===== src/rtl/muxn_rr.sv =====
// muxn_rr -- N-channel to one registered multiplexer with valid/ready handshakes.
//
// Each cycle the arbiter grants at most one channel that presents din_valid.
// The granted word is captured into the output register whenever that register
// is empty or is being drained in the same cycle.
//
// Configuration macro: MUXN_RR_ROUND_ROBIN_EN
//   defined   -> round-robin arbitration starting after the last granted channel
//   undefined -> fixed priority, lowest valid channel index wins
//
// Ports
//   clk         rising-edge clock for all state
//   rst         synchronous active-high reset
//   din         packed channel data, channel i at [i*WIDTH +: WIDTH]
//   din_valid   per-channel data valid
//   din_ready   per-channel accept strobe (combinational, one-hot or zero)
//   dout        registered selected data
//   dout_sel    registered index of the channel that sourced dout
//   dout_valid  output register holds a valid word
//   dout_ready  downstream accepts dout this cycle
module muxn_rr #(
    parameter int WIDTH    = 8,
    parameter int CHANNELS = 4,
    localparam int SEL_W   = $clog2(CHANNELS)
) (
    input  logic                      clk,
    input  logic                      rst,
    input  logic [CHANNELS*WIDTH-1:0] din,
    input  logic [CHANNELS-1:0]       din_valid,
    output logic [CHANNELS-1:0]       din_ready,
    output logic [WIDTH-1:0]          dout,
    output logic [SEL_W-1:0]          dout_sel,
    output logic                      dout_valid,
    input  logic                      dout_ready
);

    logic             load;
    logic             any_valid;
    logic [SEL_W-1:0] grant;
    logic [WIDTH-1:0] grant_data;

`ifdef MUXN_RR_ROUND_ROBIN_EN
    logic [SEL_W-1:0] last;
`endif

    assign load      = !dout_valid || dout_ready;
    assign any_valid = |din_valid;

    always_comb begin : grant_select
        grant = '0;
`ifdef MUXN_RR_ROUND_ROBIN_EN
        // Walk offsets from farthest to nearest so the channel closest after
        // 'last' is written last and wins; 'last' itself sits at offset
        // CHANNELS. Explicit wrap keeps non-power-of-2 counts in range.
        for (int unsigned k = CHANNELS; k > 0; k--) begin
            int unsigned      idx;
            logic [SEL_W-1:0] idx_s;
            idx = int'(last) + k;
            if (idx >= CHANNELS) begin
                idx = idx - CHANNELS;
            end
            idx_s = SEL_W'(idx);
            if (din_valid[idx_s]) begin
                grant = idx_s;
            end
        end
`else
        // Descending scan: the lowest valid index is written last and wins.
        for (int unsigned c = CHANNELS; c > 0; c--) begin
            if (din_valid[c-1]) begin
                grant = SEL_W'(c - 1);
            end
        end
`endif
    end

    // Only the granted slice reaches the register, so X on idle channels
    // cannot leak into dout.
    always_comb begin : data_select
        grant_data = '0;
        for (int unsigned c = 0; c < CHANNELS; c++) begin
            if (SEL_W'(c) == grant) begin
                grant_data = din[c*WIDTH +: WIDTH];
            end
        end
    end

    always_comb begin : ready_gen
        din_ready = '0;
        if (!rst && load && any_valid) begin
            din_ready[grant] = 1'b1;
        end
    end

    always_ff @(posedge clk) begin
        if (rst) begin
            dout_valid <= 1'b0;
            dout       <= '0;
            dout_sel   <= '0;
`ifdef MUXN_RR_ROUND_ROBIN_EN
            last       <= SEL_W'(CHANNELS - 1);
`endif
        end else if (load) begin
            if (any_valid) begin
                dout       <= grant_data;
                dout_sel   <= grant;
                dout_valid <= 1'b1;
`ifdef MUXN_RR_ROUND_ROBIN_EN
                last       <= grant;
`endif
            end else begin
                dout_valid <= 1'b0;
            end
        end
    end

endmodule


===== config.mk =====
export PLATFORM = sky130hd
export DESIGN_NAME = muxn_rr
export DESIGN_NICKNAME = d
export VERILOG_FILES = /design/src/rtl/muxn_rr.sv
export SDC_FILE = /design/constraint.sdc
export NUM_CORES = 1
export LEC_CHECK = 0
export ABC_AREA = 1
export CAP_MARGIN = 20
export CORE_MARGIN = 5
export CORE_UTILIZATION = 35
export CTS_CLUSTER_SIZE = 25
export DETAILED_ROUTE_END_ITERATION = 7
export GPL_ROUTABILITY_DRIVEN = 0
export MAX_ROUTING_LAYER = met4
export PLACE_DENSITY = 0.78
export SYNTH_ARGS = -nofsm -noshare
export SYNTH_HDL_FRONTEND = slang
export SYNTH_SLANG_ARGS = --single-unit

===== constraint.sdc =====
create_clock -name clk -period 1.5 [get_ports clk]
set_input_delay 0.3 -clock clk [delete_from_list [all_inputs] [get_ports clk]]
set_output_delay 0.3 -clock clk [all_outputs]
set_load 0.02 [all_outputs]

---- Word-level counts from Yosys, hierarchy flattened ----
Cells that the tools add are included.
storage, ports and cells
  register bits ........................... 11
  input port bits ......................... 39
  output and inout port bits .............. 15
  word-level logic and storage cells ...... 29
operators by class
  magnitude comparators ................... 2
  eq/ne operators ......................... 3
  multiplexer cells ....................... 12
  reduce and logical (&&, ||, !) cells .... 9
operators by type and width
  cell                count
  $mux 8              4
  $mux 2              4
  $eq 2x2->1 const A  2
  $mux 4              1
  $reduce_or 4->1     1
  $logic_and 1x1->1   3
  $lt 2x3->1 const B  1
  $demux 1 s2         1
  $eq 1x2->1 const A  1
  $ge 2x1->1 const B  1
  $logic_not 1->1     2
  $logic_not 2->1     1
  $mux 1              2
  $reduce_and 2->1    1
  $logic_or 1x1->1    1

---- Depth between registers and ports, before layout ----
  depth after elaboration ................. 9
  gate-level depth with buffers ........... 9
  depth with buffers taken out ............ 8

---- Least setup slack after synthesis ----
OpenSTA, ideal clock, no wires.
  path kind ............................... input-to-output
  from .................................... input port din_valid[2]
  to ...................................... output port din_ready[0]
  arrival ................................. 1.348 ns
  data required time ...................... 1.200 ns
  slack ................................... -0.148 ns
  cell stages on the path ................. 6
  buffers on the path ..................... 1
  path through ............................ buf_6 > nor2_2 > inv_1 > nand2_2 > inv_1 > nor3_1
between the ends
  cells in the longest elaborated chain, start to end .. 8
  elaborated cells between the ends (all ways) .. 11
  those cells by class .................... order compare: 2; mux: 6; reduce/logical: 3
ends and longest elaborated chain
  what                                                            RTL line  text
  from (decl)                                                     29        input logic [CHANNELS-1:0] din_valid,
  $mux 2 (3 in a row)                                             70        if (din_valid[c-1]) begin
  $lt 2x3->1 (implied by the code) or $ge 2x1->1 (tied branches)  91        din_ready[grant] = 1'b1;
  $logic_and 1x1->1 (implied by the code)                         91
  $mux 1 (implied by the code)                                    91
  $demux 1 s2                                                     91
  $mux 4 (*)                                                      90        if (!rst && load && any_valid) begin
  to (decl)                                                       30        output logic [CHANNELS-1:0] din_ready,
Every way passes the cells marked *; elsewhere a longest branch is shown, timed or not.

---- Worst setup path in the final report ----
  from .................................... register dout_valid
  to ...................................... output port din_ready[1]
between the ends
  cells in the longest elaborated chain, start to end .. 5
ends and longest elaborated chain
  what                            RTL line  text
  from (decl)                     33        output logic dout_valid,
  from (signal assigned)          97        dout_valid <= 1'b0;
  from (signal assigned)          107       dout_valid <= 1'b1;
  from (signal assigned)          112       dout_valid <= 1'b0;
  $logic_not 1->1                 46        assign load = !dout_valid || dout_ready;
  $logic_or 1x1->1                46
  $logic_and 1x1->1 (2 in a row)  90
  $mux 4                          90
Every way passes these cells.

==> metrics.txt <==
crit path DAT=1.24 ns; via count=1111; Avg Inst Size Synth=6.108 sq um; Tot Pwr=0.9265 mW; dpl hpwl=2294 microns; Worst EP required=1.20 ns; Area growth syn-to-layout=88.01%; clk slew on worst S/H paths=0.07 ns; Setup Skew=0.002588 ns; DRC violations left=0; Max VDD drop=489.1 uV; RSZ-0062 raised after global routing=yes; Die Area=0.003426 sq mm; warnings from Yosys=0; Clock Sink Count=11; Mapped Cells=135; per-cell routed wire length=12.88 microns; most frequent cell after synthesis=nand2_1; Diodes inserted=0; Placement Rows=17; RR Startpoint=dout_valid; global-route wire length before repair=4767 microns; CTS tree=done; relative slew slack=0.8488; largest net degree at the start of global routing=18; async set-or-reset flop fraction in the synthesized netlist=0; period utilization=1.027; PD cells=597.6 mW/mm^2; Setup-failing EPs final=3; nets=245; vias in the first global route=1123; Synth cell types=20; Finished Core Util=0.6941; root buf cell=clkbuf_4; ys flop type=dfxtp_1; Max Cap Viol=0; max frequency=648.9 MHz; hold crit path type=reg2reg; core area=0.002233 sq mm; Die Ht=58.54 microns; Num CTS Buffers=3; via/cell ratio=4.768; post-route setup slack=-0.04107 ns; critical path capture point type=primary output; H-Tree Depth=1; aggregate negative setup slack=-0.08941 ns; Leakage=0.7538 nW; actual transition at the worst max-transition pin=0.2277 ns; EDFF count, synth=0; Slew Viols, Final=0; Top-Level Pins=54; Net Count, Synth=174; Synth area leader=dfxtp_1; initial antenna violation count=0; synth cell count leaders=nand2_1 (36), nand3_1 (23), nor2_1 (19); DIE WIDTH=58.54 microns; violated checks=negative setup slack; GRT Total Usage=0.1855; GR Overflow Total=0; crit path time final=1.541 ns; Synth top area share=0.2671; Hold Vio Cnt, Final=0; Crit Path Category=reg2out; Port Buffer Count=53; 1st-iter DRT viols=14; Setup crit start=dout_valid; status=finished, violations left; buffer depth of the longest clock path=2; Worst-Skew Late Latency=0.27 ns; CTS Hold Bufs=0; top post-synthesis cells by area=dfxtp_1 (27%), nand2_1 (16%), nand3_1 (14%); final wirelength=3001 microns; post-synthesis sequential area ratio=0.2671; TritonRoute pass-1 iters=4; #FFs+latches synth=11; fraction of layout cells with a size suffix above 1=0.2537; hold_sp=dout[1]; post-route ant nets=0; CP Launch Type=flip-flop; starting density of the core=0.3692; Netlist Area Pre-Place=824.5 sq um; CP max FO=4; Fill cells=205
-- per-stage QoR --
stage	cells	cell area [sq um]	worst slack, ns	hold WS (ns)
global route	233	1550	-0.1115	0.4754
detailed placement	225	1474	-0.8521	0.4561
CTS	230	1511	-0.08120	0.4639
finish	233	1550	-0.04107	0.4595
floorplan	135	839.6	-0.002545	0.5357
global placement	225	1474	-0.7441	0.4545
-- what timing repair did --
action	CTS	global route
pin swaps	6	4
buffers inserted	1	3
gates resized for setup	51	16
setup endpoints to repair	23	4
gates cloned	0	0
-- cell type report --
| type | instances | area, sq um | share of cell area |
|---|---|---|---|
| timing repair buffer | 71 | 656.9 | 0.4237 |
| multi-input combinational | 101 | 540.5 | 0.3487 |
| sequential | 11 | 221.5 | 0.1429 |
| inverter | 18 | 70.07 | 0.04520 |
| tap | 28 | 35.03 | 0.02260 |
| clock buffer | 4 | 26.28 | 0.01695 |
-- report_power, final --
part	switching (mW)	leakage, nW	internal [mW]	total (mW)
logic	0.193	0.648	0.202	0.395
clock network	0.0981	0.0150	0.103	0.201
registers	0.0123	0.0911	0.318	0.330
-- registers in the layout, summed over array words and instances, names as in the netlist --
register / cells
dout: 8
dout_valid: 1
dout_sel: 2
-- worst paths after layout --
| check | cells past startpoint | slack (ns) | to |
|---|---|---|---|
| worst max-delay path | 6 | -0.04 | din_ready[1] |
| worst min-delay path | 2 | 0.46 | dout[1] |
| worst max register to register | 8 | 0.20 | dout[4] |
| worst min register to register | 2 | 0.46 | dout[1] |
-- worst max-delay path: stages (launching register included) --
cell and delay, ns:
dfxtp_2 0.33, inv_2 0.06, nor2_4 0.04, a21oi_4 0.14
nand2_4 0.11, nor3_2 0.13, buf_4 0.16
-- logic make-up after synthesis --
| kind of cell | Yosys count | share of synthesized area |
|---|---|---|
| DFF | 11 | 0.2671 |
| buffers and inverters | 23 | 0.1442 |
| AOI/OAI and AO/OA | 13 | 0.09712 |
| and+or+nand+nor | 88 | 0.4917 |
-- layout by cell type, fill, tap and decap left out, drive strengths merged --
master / instances
dfxtp: 11
nor3: 3
inv: 18
nor2: 21
buf: 24
clkbuf: 5
nand2: 39
nand3: 25
a21oi: 11
clkdlybuf4s15: 1
o21ai: 2
clkdlybuf4s50: 33
dlygate4sd2: 12
-- routing by layer --
metal,GRT usage,up-vias,share of wire
li1,-,566,-
met2,0.3573,44,0.53
met4,0.03642,0,0.015
met1,0.1737,495,0.37
met5,-,-,0
met3,0.06798,6,0.076
No activity file was read; power rests on OpenSTA's default activity.
